<file path="src/rtl/video_timing_gen.sv">
// Raster timing generator: signed pixel coordinates, syncs, data enable,
// per-frame strobe and frame counter. Every output comes straight from a flop.
module video_timing_gen #(
  parameter int unsigned HRES   = 1280,
  parameter int unsigned HFP    = 110,
  parameter int unsigned HSYNC  = 40,
  parameter int unsigned HBP    = 220,
  parameter int unsigned VRES   = 720,
  parameter int unsigned VFP    = 5,
  parameter int unsigned VSYNC  = 5,
  parameter int unsigned VBP    = 20,
  parameter bit          HS_POL = 1'b1,
  parameter bit          VS_POL = 1'b1
) (
  input  logic               pixel_clk,
  input  logic               rst,
  output logic signed [11:0] hpos,
  output logic signed [11:0] vpos,
  output logic               hsync,
  output logic               vsync,
  output logic               de,
  output logic               fsync,
  output logic [7:0]         frame_cnt
);

  localparam int unsigned CW = 12;
  localparam int unsigned FW = 8;

  // Coordinates run from the (negative) start of blanking up to the last active pixel.
  localparam logic signed [CW-1:0] H_START  = CW'(-int'(HFP + HSYNC + HBP));
  localparam logic signed [CW-1:0] H_LAST   = CW'(HRES - 1);
  localparam logic signed [CW-1:0] HS_BEG   = CW'(-int'(HSYNC + HBP));
  localparam logic signed [CW-1:0] HS_END   = CW'(-int'(HBP) - 1);
  localparam logic signed [CW-1:0] V_START  = CW'(-int'(VFP + VSYNC + VBP));
  localparam logic signed [CW-1:0] V_LAST   = CW'(VRES - 1);
  localparam logic signed [CW-1:0] VS_BEG   = CW'(-int'(VSYNC + VBP));
  localparam logic signed [CW-1:0] VS_END   = CW'(-int'(VBP) - 1);
  localparam logic signed [CW-1:0] ONE      = CW'(1);

  logic signed [CW-1:0] h_nxt;
  logic signed [CW-1:0] v_nxt;
  logic                 h_wrap;
  logic                 f_wrap;
  logic                 hs_nxt;
  logic                 vs_nxt;
  logic                 de_nxt;

  // Next raster position and the output levels that belong to it.
  always_comb begin
    h_nxt  = hpos + ONE;
    v_nxt  = vpos;
    h_wrap = 1'b0;
    f_wrap = 1'b0;
    if (hpos == H_LAST) begin
      h_wrap = 1'b1;
      h_nxt  = H_START;
      if (vpos == V_LAST) begin
        f_wrap = 1'b1;
        v_nxt  = V_START;
      end else begin
        v_nxt = vpos + ONE;
      end
    end
    hs_nxt = ((h_nxt >= HS_BEG) && (h_nxt <= HS_END)) ? HS_POL : ~HS_POL;
    vs_nxt = ((v_nxt >= VS_BEG) && (v_nxt <= VS_END)) ? VS_POL : ~VS_POL;
    de_nxt = ~h_nxt[CW-1] & ~v_nxt[CW-1];
  end

  // Output registers; reset parks the raster at the start of frame blanking.
  always_ff @(posedge pixel_clk or posedge rst) begin
    if (rst) begin
      hpos      <= H_START;
      vpos      <= V_START;
      hsync     <= ~HS_POL;
      vsync     <= ~VS_POL;
      de        <= 1'b0;
      fsync     <= 1'b0;
      frame_cnt <= '0;
    end else begin
      hpos      <= h_nxt;
      vpos      <= v_nxt;
      hsync     <= hs_nxt;
      vsync     <= vs_nxt;
      de        <= de_nxt;
      fsync     <= f_wrap;
      if (f_wrap) begin
        frame_cnt <= frame_cnt + FW'(1);
      end
    end
  end

  // h_wrap is kept as a named term for readability of the wrap logic.
  logic unused_ok;
  assign unused_ok = h_wrap;

endmodule

</file>
<file path="config.mk">
export PLATFORM = sky130hd
export DESIGN_NAME = video_timing_gen
export DESIGN_NICKNAME = d
export VERILOG_FILES = /design/src/rtl/video_timing_gen.sv
export SDC_FILE = /design/constraint.sdc
export NUM_CORES = 1
export LEC_CHECK = 0
export BUFFER_PORTS_ARGS = -buffer_cell sky130_fd_sc_hd__buf_2
export CAP_MARGIN = 20
export CORE_AREA = 3 3 78 58
export DETAILED_ROUTE_END_ITERATION = 10
export DIE_AREA = 0 0 81 61
export PLACE_DENSITY_LB_ADDON = 0.1
export SETUP_SLACK_MARGIN = 0.4
export SYNTH_ARGS = -nofsm -noshare
export SYNTH_HDL_FRONTEND = slang
export SYNTH_SLANG_ARGS = --single-unit
</file>
<file path="constraint.sdc">
create_clock -name pixel_clk -period 2.4 [get_ports pixel_clk]
set_input_delay 0.72 -clock pixel_clk [delete_from_list [all_inputs] [get_ports pixel_clk]]
set_output_delay 0.72 -clock pixel_clk [all_outputs]
set_load 0.03 [all_outputs]
</file>
==> flow_metrics.tcl <==
set metrics [dict create \
    status "finished, final reports clean" \
    vias_per_cell 5.42 \
    dieArea_um2 4940 \
    synth_mux_area_frac 0.0233 \
    crit_path_start "vpos[7]" \
    syn_area_um2 1880 \
    required_ns 2.60 \
    worstPathCellList "or4bb_4 > or3_4 > a21oi_2 > o22a_2 > nand2b_1 > nor4_2" \
    tritoncts "done" \
    vias 1546 \
    portBuffers 37 \
    finalHoldViolations 0 \
    arrival_ns 2.50 \
    utilization 0.648 \
    h-tree-depth 2 \
    area_growth_pct 33.0 \
    synthCells 169 \
    slew_headroom 0.705 \
    synth-seq-cells 36 \
    hpwl_um 3120 \
    synth-edff-count 0 \
    ctsLongestPathBuffers 2 \
    synth_area_leaders "dfrtp_1 28%, dfstp_2 21%, xnor2_1 5.1%" \
    slowest_stage "dfstp_2" \
    yosysSeqAreaShare 0.490 \
    slew_viol_final 0 \
    final_common_cell "buf_2" \
    rsz0062_at_grt "true" \
    drtAntennaViolNets 0 \
    num_rows 19 \
    dr.pass1.iters 4 \
    synth_cell_types 46 \
    synth_compound_area_frac 0.102 \
    grt_pass1_wl_um 7330 \
    worst_pin_slew_ns 0.442 \
    end_kind "flop" \
    synth_ff_type "dfrtp_1" \
    die-width_um 81 \
    routed_wl_um 4450 \
    skew_ns 0.00343 \
    start_util 0.487 \
    synth_area_per_cell_um2 11.1 \
    r2r_cells 6 \
    power.density_nw_per_um2 465 \
    fin_crit_ns 2.29 \
    grt_pass1_vias 1522 \
    async_flop_share 1.00 \
    yosys.area_share.adder 0.0200 \
    max_freq_mhz 436 \
    worstPathMaxFanout 8 \
    hold_path.class "reg2reg" \
    slowest_delay_ns 0.53 \
    finalCritPeriodShare 0.955 \
    synth_top_area_frac 0.280 \
    ys_warn_count 0 \
    insertion_delay_ns 0.30 \
    setup_violations 0 \
    syn_nets 174 \
    timing.rr.start "vpos[7]" \
    drtIter0Drc 148 \
    synth_simple_gate_area_frac 0.261 \
    synth_top_family_by_area "simple AND/OR/NAND/NOR gates" \
    hp-start "frame_cnt[7]" \
    cp-start-kind "flop" \
    rrSetupSlack_ns 0.11 \
    die_h_um 61 \
    ir_worst_vdd_mv 0.322 \
    cts_buffers 5 \
    whs_path_depth 1 \
    cap_viol_max_count 0 \
    synth_top_cell_by_area "dfrtp_1" \
    final_cell_mix "37 x buf_2, 19 x dfrtp_1, 18 x buf_4" \
    path_clk_slew_ns 0.07 \
    final_nets 237 \
    diodes 0 \
    grt-ovfl-total 0 \
    cts_sinks 36 \
    fin_tns_setup_ns 0 \
    power.leakage_nw 1.20 \
    drive_above_1_share 0.515 \
    clk_root_buffer_cell "clkbuf_8" \
    antenna_found_initial 0 \
    wire_per_inst_um 15.6 \
    io_pins 38 \
    synth-xor-area-share 0.0747 \
    core_area_um2 3850 \
    drcViolationCount 0 \
    criticalPathCategory "reg2reg" \
    place_congestion 0.804 \
    gr-usage-all-layers 0.200 \
    grt_max_degree 37 \
]
-- Yosys cell counts (2+ instances only) --
library cell	instances
a21oi_1	5
nand2_1	12
dfstp_2	15
nand4_1	7
and3_2	2
inv_1	9
o22a_2	2
nand3_1	11
and2_1	4
mux2_2	3
a21oi_2	2
o21ai_0	3
xnor2_1	11
and4_1	4
o22a_1	2
and3_1	6
ha_1	3
nand2b_1	3
buf_1	2
or3_1	2
dfrtp_1	21
xor2_1	5
or4b_4	2
a31oi_1	3
nor2_1	9
-- final timing paths --
| path | end |
|---|---|
| worst max-delay path | vsync |
| worst min-delay path | frame_cnt[7] |
| worst max register to register | vsync |
| worst min register to register | frame_cnt[7] |
| max in group asynchronous | hpos[7] |
| min in group asynchronous | hpos[8] |
-- kinds of logic (layout without fill, tap and decap cells) --
group / count (synthesis) / count (layout)
compound gates: 24 / 24
xor+xnor: 16 / 16
fa+ha+maj: 3 / 3
buf+inv: 13 / 77
flops: 36 / 36
mux: 4 / 4
simple gates: 73 / 73
-- layer usage --
layer | vias up | wire [um] | global-route usage
li1 | 742 | - | -
met1 | 740 | 2250 | 0.279
met2 | 53 | 1860 | 0.292
met3 | 11 | 246 | 0.0475
met4 | 0 | 91 | 0.0964
met5 | - | 0 | 0
-- through the flow --
step                std cells  power [mW]  instance area, um2  worst slack (ns)  hold slack, ns
floorplan                 169       0.627                1910           -0.0181           0.547
global placement          270       0.632                2260            0.0611           0.457
detailed placement        270       0.633                2260          -0.00860           0.467
CTS                       283        1.17                2450            0.0824           0.477
global route              285        1.21                2490            0.0191           0.493
finish                    285        1.16                2490             0.108           0.478
-- power breakdown --
group          internal, mW  total, mW  switching, mW
sequential            0.608      0.608              0
combinational       0.00177     0.0131         0.0114
clock                 0.307      0.539          0.232
-- sequential cells by signal, indices dropped and copies added (netlist names) --
signal     cells
de             1
vsync          1
hsync          1
fsync          1
frame_cnt      8
hpos          12
vpos          12
-- area by class of cell --
class / count / area (um2)
fill: 331 / 1360
multi-input combinational: 120 / 986
sequential: 36 / 922
timing repair buffer: 60 / 377
clock buffer: 5 / 68.8
tap: 52 / 65.1
clock inverter: 3 / 42.5
inverter: 9 / 33.8
-- critical path: cells and delay by family, from the launching register on --
family / cells / cell delay (ns)
DFF: 1 / 0.53
and+or+nand+nor: 4 / 1.36
AOI/OAI and AO/OA: 2 / 0.30
-- what timing repair did --
item                                    CTS  global route
resized for setup                        11             6
pin swaps                                 9             6
endpoints found under the setup margin   18            18
hold buffers                              0             0
cloned                                    0             0
buffers inserted                          5             2
No activity file was read; power rests on OpenSTA's default activity.
